[src/rtl/dram_lsu_pkg.sv]
// Purpose: shared types and constants for the DRAM load/store unit.
// Latency: n/a (types, constants and a pure decode function only).
// Backpressure: n/a.
package dram_lsu_pkg;

  typedef enum logic [2:0] {
    ST_IDLE,
    ST_RD,
    ST_WAIT,
    ST_WR,
    ST_RESP
  } lsu_state_e;

  // Loads and stores share funct3 encodings, so store names alias load names.
  typedef enum logic [2:0] {
    F3_LB  = 3'd0,
    F3_LH  = 3'd1,
    F3_LW  = 3'd2,
    F3_LBU = 3'd4,
    F3_LHU = 3'd5
  } mem_funct3_e;

  localparam mem_funct3_e F3_SB = F3_LB;
  localparam mem_funct3_e F3_SH = F3_LH;
  localparam mem_funct3_e F3_SW = F3_LW;

  typedef struct packed {
    logic        we;
    logic [2:0]  funct3;
    logic [31:0] addr;
    logic [31:0] wdata;
  } lsu_req_t;

  localparam logic [3:0] LSU_WE_ALL = 4'hF;

  // Misalignment or an encoding that names no RV32 load/store.
  function automatic logic lsu_is_err(input logic we, input logic [2:0] f3,
                                      input logic [1:0] off);
    logic e;
    e = 1'b0;
    if (we) e = (f3 > 3'd2);
    else    e = (f3 == 3'd3) || (f3 == 3'd6) || (f3 == 3'd7);
    if ((f3[1:0] == 2'b01) && off[0]) e = 1'b1;
    if ((f3 == F3_LW) && (off != 2'b00)) e = 1'b1;
    return e;
  endfunction

endpackage

[src/rtl/dram_lsu_byte_lane.sv]
// Purpose: lane select + sign/zero extension for loads, lane merge for stores.
// Latency: purely combinational.
// Backpressure: none; outputs follow inputs.
module lsu_byte_lane
  import dram_lsu_pkg::*;
(
  input  logic [2:0]  i_funct3,
  input  logic [1:0]  i_offset,
  input  logic [31:0] i_word,
  input  logic [31:0] i_wdata,
  output logic [31:0] o_ldata,
  output logic [31:0] o_mdata
);

  logic [7:0]  w_byte;
  logic [15:0] w_half;

  assign w_half = i_offset[1] ? i_word[31:16] : i_word[15:0];

  // Pick the addressed byte out of the word.
  always_comb begin
    w_byte = i_word[7:0];
    case (i_offset)
      2'd1:    w_byte = i_word[15:8];
      2'd2:    w_byte = i_word[23:16];
      2'd3:    w_byte = i_word[31:24];
      default: w_byte = i_word[7:0];
    endcase
  end

  // Load path: extend the selected lane to 32 bits.
  always_comb begin
    o_ldata = '0;
    case (i_funct3)
      F3_LB:   o_ldata = {{24{w_byte[7]}}, w_byte};
      F3_LH:   o_ldata = {{16{w_half[15]}}, w_half};
      F3_LW:   o_ldata = i_word;
      F3_LBU:  o_ldata = {24'h0, w_byte};
      F3_LHU:  o_ldata = {16'h0, w_half};
      default: o_ldata = '0;
    endcase
  end

  // Store path: overlay the right-aligned store data onto the old word.
  always_comb begin
    o_mdata = i_word;
    case (i_funct3)
      F3_SB: begin
        case (i_offset)
          2'd0:    o_mdata[7:0]   = i_wdata[7:0];
          2'd1:    o_mdata[15:8]  = i_wdata[7:0];
          2'd2:    o_mdata[23:16] = i_wdata[7:0];
          default: o_mdata[31:24] = i_wdata[7:0];
        endcase
      end
      F3_SH: begin
        if (i_offset[1]) o_mdata[31:16] = i_wdata[15:0];
        else             o_mdata[15:0]  = i_wdata[15:0];
      end
      F3_SW:   o_mdata = i_wdata;
      default: o_mdata = i_word;
    endcase
  end

endmodule

[src/rtl/dram_lsu.sv]
// Purpose: one-at-a-time RV32 load/store unit driving a word-addressed DRAM.
// Latency: rsp_valid at accept+1 (error), +2 (SW), +3 (load), +4 (SB/SH).
// Backpressure: req_ready only in IDLE; responses cannot be stalled.
module dram_lsu
  import dram_lsu_pkg::*;
#(
  parameter int DRAM_AW = 16
) (
  input  logic               clk,
  input  logic               rst,
  input  logic               req_valid,
  output logic               req_ready,
  input  logic               req_we,
  input  logic [2:0]         req_funct3,
  input  logic [31:0]        req_addr,
  input  logic [31:0]        req_wdata,
  output logic               rsp_valid,
  output logic [31:0]        rsp_rdata,
  output logic               rsp_err,
  output logic [DRAM_AW-1:0] dram_a,
  output logic [3:0]         dram_we,
  output logic [31:0]        dram_din,
  input  logic [31:0]        dram_spo
);

  lsu_state_e        r_state;
  lsu_state_e        w_next;
  lsu_req_t          r_req;
  logic [31:0]       r_word;
  logic [31:0]       r_rdata;
  logic              r_err;
  logic              w_req_err;
  logic [DRAM_AW-1:0] w_idx;
  logic [31:0]       w_ldata;
  logic [31:0]       w_mdata;
  logic              w_unused_addr;

  assign w_req_err     = lsu_is_err(req_we, req_funct3, req_addr[1:0]);
  assign w_idx         = r_req.addr[DRAM_AW+1:2];
  // High address bits are deliberately dropped: the word index wraps.
  assign w_unused_addr = ^r_req.addr[31:DRAM_AW+2];

  assign rsp_rdata = r_rdata;
  assign rsp_err   = r_err;

  lsu_byte_lane u_lane (
    .i_funct3 (r_req.funct3),
    .i_offset (r_req.addr[1:0]),
    .i_word   (dram_spo),
    .i_wdata  (r_req.wdata),
    .o_ldata  (w_ldata),
    .o_mdata  (w_mdata)
  );

  // State register.
  always_ff @(posedge clk) begin
    if (rst) r_state <= ST_IDLE;
    else     r_state <= w_next;
  end

  // Next state and DRAM port / handshake outputs.
  always_comb begin
    w_next    = r_state;
    req_ready = 1'b0;
    rsp_valid = 1'b0;
    dram_a    = '0;
    dram_we   = 4'h0;
    dram_din  = '0;
    case (r_state)
      ST_IDLE: begin
        req_ready = 1'b1;
        if (req_valid) begin
          if (w_req_err)                           w_next = ST_RESP;
          else if (req_we && (req_funct3 == F3_SW)) w_next = ST_WR;
          else                                     w_next = ST_RD;
        end
      end
      ST_RD: begin
        dram_a = w_idx;
        w_next = ST_WAIT;
      end
      ST_WAIT: begin
        w_next = r_req.we ? ST_WR : ST_RESP;
      end
      ST_WR: begin
        dram_a   = w_idx;
        dram_we  = LSU_WE_ALL;
        dram_din = r_word;
        w_next   = ST_RESP;
      end
      ST_RESP: begin
        rsp_valid = 1'b1;
        w_next    = ST_IDLE;
      end
      default: w_next = ST_IDLE;
    endcase
  end

  // Request latch, merged write word and response data.
  // rsp_rdata/rsp_err only change when a response is about to be presented.
  always_ff @(posedge clk) begin
    if (rst) begin
      r_req   <= '0;
      r_word  <= '0;
      r_rdata <= '0;
      r_err   <= 1'b0;
    end else begin
      case (r_state)
        ST_IDLE: begin
          if (req_valid) begin
            r_req  <= '{we: req_we, funct3: req_funct3, addr: req_addr, wdata: req_wdata};
            // SW writes the store data unchanged; sub-word stores overwrite this in WAIT.
            r_word <= req_wdata;
            if (w_req_err) begin
              r_rdata <= '0;
              r_err   <= 1'b1;
            end
          end
        end
        ST_WAIT: begin
          if (r_req.we) begin
            r_word <= w_mdata;
          end else begin
            r_rdata <= w_ldata;
            r_err   <= 1'b0;
          end
        end
        ST_WR: begin
          r_rdata <= '0;
          r_err   <= 1'b0;
        end
        default: ;
      endcase
    end
  end

endmodule

[config.mk]
export PLATFORM = sky130hd
export DESIGN_NAME = dram_lsu
export DESIGN_NICKNAME = d
export VERILOG_FILES = /design/src/rtl/dram_lsu_pkg.sv /design/src/rtl/dram_lsu_byte_lane.sv /design/src/rtl/dram_lsu.sv
export SDC_FILE = /design/constraint.sdc
export NUM_CORES = 1
export LEC_CHECK = 0
export ABC_AREA = 0
export BUFFER_PORTS_ARGS = -buffer_cell sky130_fd_sc_hd__clkbuf_2
export CORE_ASPECT_RATIO = 1.1
export CORE_UTILIZATION = 48
export DETAILED_ROUTE_END_ITERATION = 16
export PLACE_DENSITY = 0.77
export SYNTH_ARGS = -nofsm -noshare
export SYNTH_HDL_FRONTEND = slang
export SYNTH_HIERARCHICAL = 1
export SYNTH_SLANG_ARGS = --single-unit
[constraint.sdc]
create_clock -name clk -period 1.91 [get_ports clk]
set_input_delay 0.573 -clock clk [delete_from_list [all_inputs] [get_ports clk]]
set_output_delay 0.573 -clock clk [all_outputs]
set_load 0.05 [all_outputs]
==> impl_metrics.ini <==
[route]
antenna_left = 0
dr.pass1.iters = 7
wl_mm = 24.7
drtIter0Drc = 705
wl_per_cell_microns = 19.5
drcViolationCount = 0
vias = 7493
via_per_inst = 5.92

[hold_path]
hold_class = input pin to flop

[pwr]
power_density_mw_per_mm2 = 792
total_power_uw = 8080
leakagePower_uw = 0.00427
ir_worst_vdd_v = 0.000605

[critical_path]
arrival_ns = 1.64
crit_family = buffers and inverters
critPathKind = flop to output pin
endpoint_kind = output pin
r2r_slack_ns = 0
critical_path.max_fanout = 6
slowest_stage = dfxtp_2
cp_num_buf_inv = 3
critPathRequiredTime_ns = 1.34
cp-start-kind = flop
slowest_delay_ns = 0.34
crit_chain = nor2b_4, buf_6, clkbuf_16, and3_4, buf_12

[global_routing]
grt_pass1_wl_mm = 36.0
gr-total-overflow = 0
antenna_found_initial = 0
grtUsageTotal_pct = 30.1
grt_max_degree = 121
first_global_vias = 6839

[cts]
cts_tree = built
cts_sinks = 122
cts.htree.levels = 4
cts-buffers-inserted = 17
clkLatencyLatePin_ns = 0.43
cts-hold-fix-buffers = 0
ctsLongestPathBuffers = 2
clkTransAtPathRegs_ns = 0.06
root_buffer = clkbuf_16

[synth]
synth_cell_types = 55
yosysWarnings = 6
syn_inst = 883
yosysTopAreaCellShare_pct = 34.2
async_flop_share_pct = 0
yosysTopAreaCell = dfxtp_1
synth.most_common_cell = nand2_1
ys.flop_type = dfxtp_1
synth.area.top_cells = dfxtp_1, mux2i_1, nand2_1, a21oi_1, and3_1
avgSynthCellArea_sq_um = 8.09
syn-num-nets = 986
ys_top_cells_by_count = nand2_1, dfxtp_1, a21oi_1
synth_area_sq_mm = 0.00714
yosysSeqAreaShare_pct = 34.2
synth-edff-count = 0
synth_seq_cells = 122

[floorplan]
start_util_pct = 49.2
ios = 190
core_area_sq_mm = 0.0145
die_h_microns = 130
die_w_microns = 118
die_area_sq_mm = 0.0154
rows = 46

[timing]
slew_headroom_pct = 66.1
worstMarginPinSlew_ns = 0.509
finClkSkew_ns = 0.00657
maxClockFrequency_ghz = 0.452
layout_setup_ws_ns = -0.300
hold_violations = 0
fin_crit_ns = 2.21
finalSetupViolCount = 54
report.final.slew_viol_count = 0
whs_ns = 0.360
finalSetupTns_ns = -13.92
rsz0062_at_grt = true
fin_crit_sh_pct = 116

[final_layout]
nFillCells = 1105
nets = 1164
seq_area_sq_mm = 0.00246
multi_input_area_sq_mm = 0.00449
drive_gt1_share_pct = 35.1
antenna_cells = 0
areaGrowthSynthToFinish_pct = 42.7

[job]
maxCapViolCount = 0

[run_status]
violations = setup timing
outcome = complete, but fails checks

[placed_design]
dp_hpwl_mm = 16.1
routabilityCongestion = 0.958
port_buffers = 175
==> worst paths after layout <==
path / from / to / depth (start not counted)
worst max-delay path: r_state[0] / dram_din[4] / 5
worst max register to register: r_req[33] / r_word[31] / 6
worst min-delay path: req_addr[12] / r_req[44] / 3
worst min register to register: r_req[44] / r_req[44] / 2
==> routing by layer <==
layer	wire (microns)	track usage, %	vias up
li1	-	-	3501
met1	9910	35.7	3583
met2	12400	53.0	339
met3	1550	5.94	70
met4	866	13.7	0
met5	0	0	-
==> power breakdown <==
group / total [uW] / switching, uW / leakage [uW] / internal [uW]
Clock: 3430 / 1250 / 0.000295 / 2180
Combinational: 1810 / 1030 / 0.00297 / 774
Sequential: 2830 / 126 / 0.00100 / 2710
==> area by class of cell <==
class | instances | share of cell area [%]
Multi-Input combinational cell | 670 | 44.0
Sequential cell | 122 | 24.1
Timing Repair Buffer | 248 | 23.3
Clock buffer | 17 | 4.17
Tap cell | 192 | 2.36
Clock inverter | 15 | 1.96
Inverter | 2 | 0.0736
==> registers in the layout, summed over array words and instances, names as in the netlist <==
register,flops
r_req,54
r_state,3
r_word,32
rsp_err,1
rsp_rdata,32
==> through the flow <==
step | area (sq um) | setup slack [ns] | utilization [%] | cells
finish | 10200 | -0.300 | 70.3 | 1266
global route | 10200 | -0.343 | 70.3 | 1266
CTS | 9850 | -0.238 | 67.9 | 1247
detailed placement | 8780 | -0.0764 | 60.5 | 1208
global placement | 8780 | -0.0561 | 60.5 | 1208
floorplan | 7170 | -0.116 | - | 883
==> layout by cell type (no fill, tap or decap), drive strengths merged, types with 2 or more instances in the layout <==
| cell | netlist | final |
|---|---|---|
| nand2 | 159 | 159 |
| clkbuf | 42 | 145 |
| dfxtp | 122 | 122 |
| buf | 47 | 120 |
| a21oi | 90 | 90 |
| mux2i | 76 | 76 |
| nor2 | 46 | 46 |
| and3 | 39 | 39 |
| nand2b | 33 | 33 |
| a211oi | 32 | 32 |
| o21ai | 29 | 29 |
| a22o | 23 | 23 |
| and2 | 20 | 20 |
| mux2 | 17 | 17 |
| a22oi | 16 | 16 |
| a221o | 14 | 14 |
| nor2b | 14 | 14 |
| o22ai | 9 | 9 |
| a21o | 8 | 8 |
| a221oi | 8 | 8 |
| o211ai | 7 | 7 |
| clkinv | 0 | 6 |
| nor3 | 5 | 5 |
| or2 | 5 | 5 |
| clkinvlp | 0 | 4 |
| bufinv | 0 | 4 |
| inv | 2 | 3 |
| nor3b | 3 | 3 |
| and2b | 2 | 2 |
| o21ba | 2 | 2 |
| or3 | 2 | 2 |
==> cell families (layout without fill, tap and decap cells) <==
family / count (synthesis) / in the layout / share of synthesized area, %
and+or+nand+nor: 334 / 334 / 22.8
AOI/OAI and AO/OA: 243 / 243 / 22.8
DFF: 122 / 122 / 34.2
muxes: 93 / 93 / 13.3
buffers and inverters: 91 / 282 / 6.85
==> tightest hold or removal path, delay by kind of cell <==
kind,cells,cell delay [ns]
compound gates,1,0.05
buf+inv,1,0.08
simple gates,1,0.04
==> repair_timing <==
| action | CTS | global route |
|---|---|---|
| gates resized for setup | 81 | 51 |
| endpoints found under the hold margin | 0 | 0 |
| setup buffers | 5 | 16 |
| pin swaps | 3 | 11 |
| setup endpoints to repair | 66 | 78 |
| gates cloned | 2 | 4 |
Power figures use the tool's default switching activity.
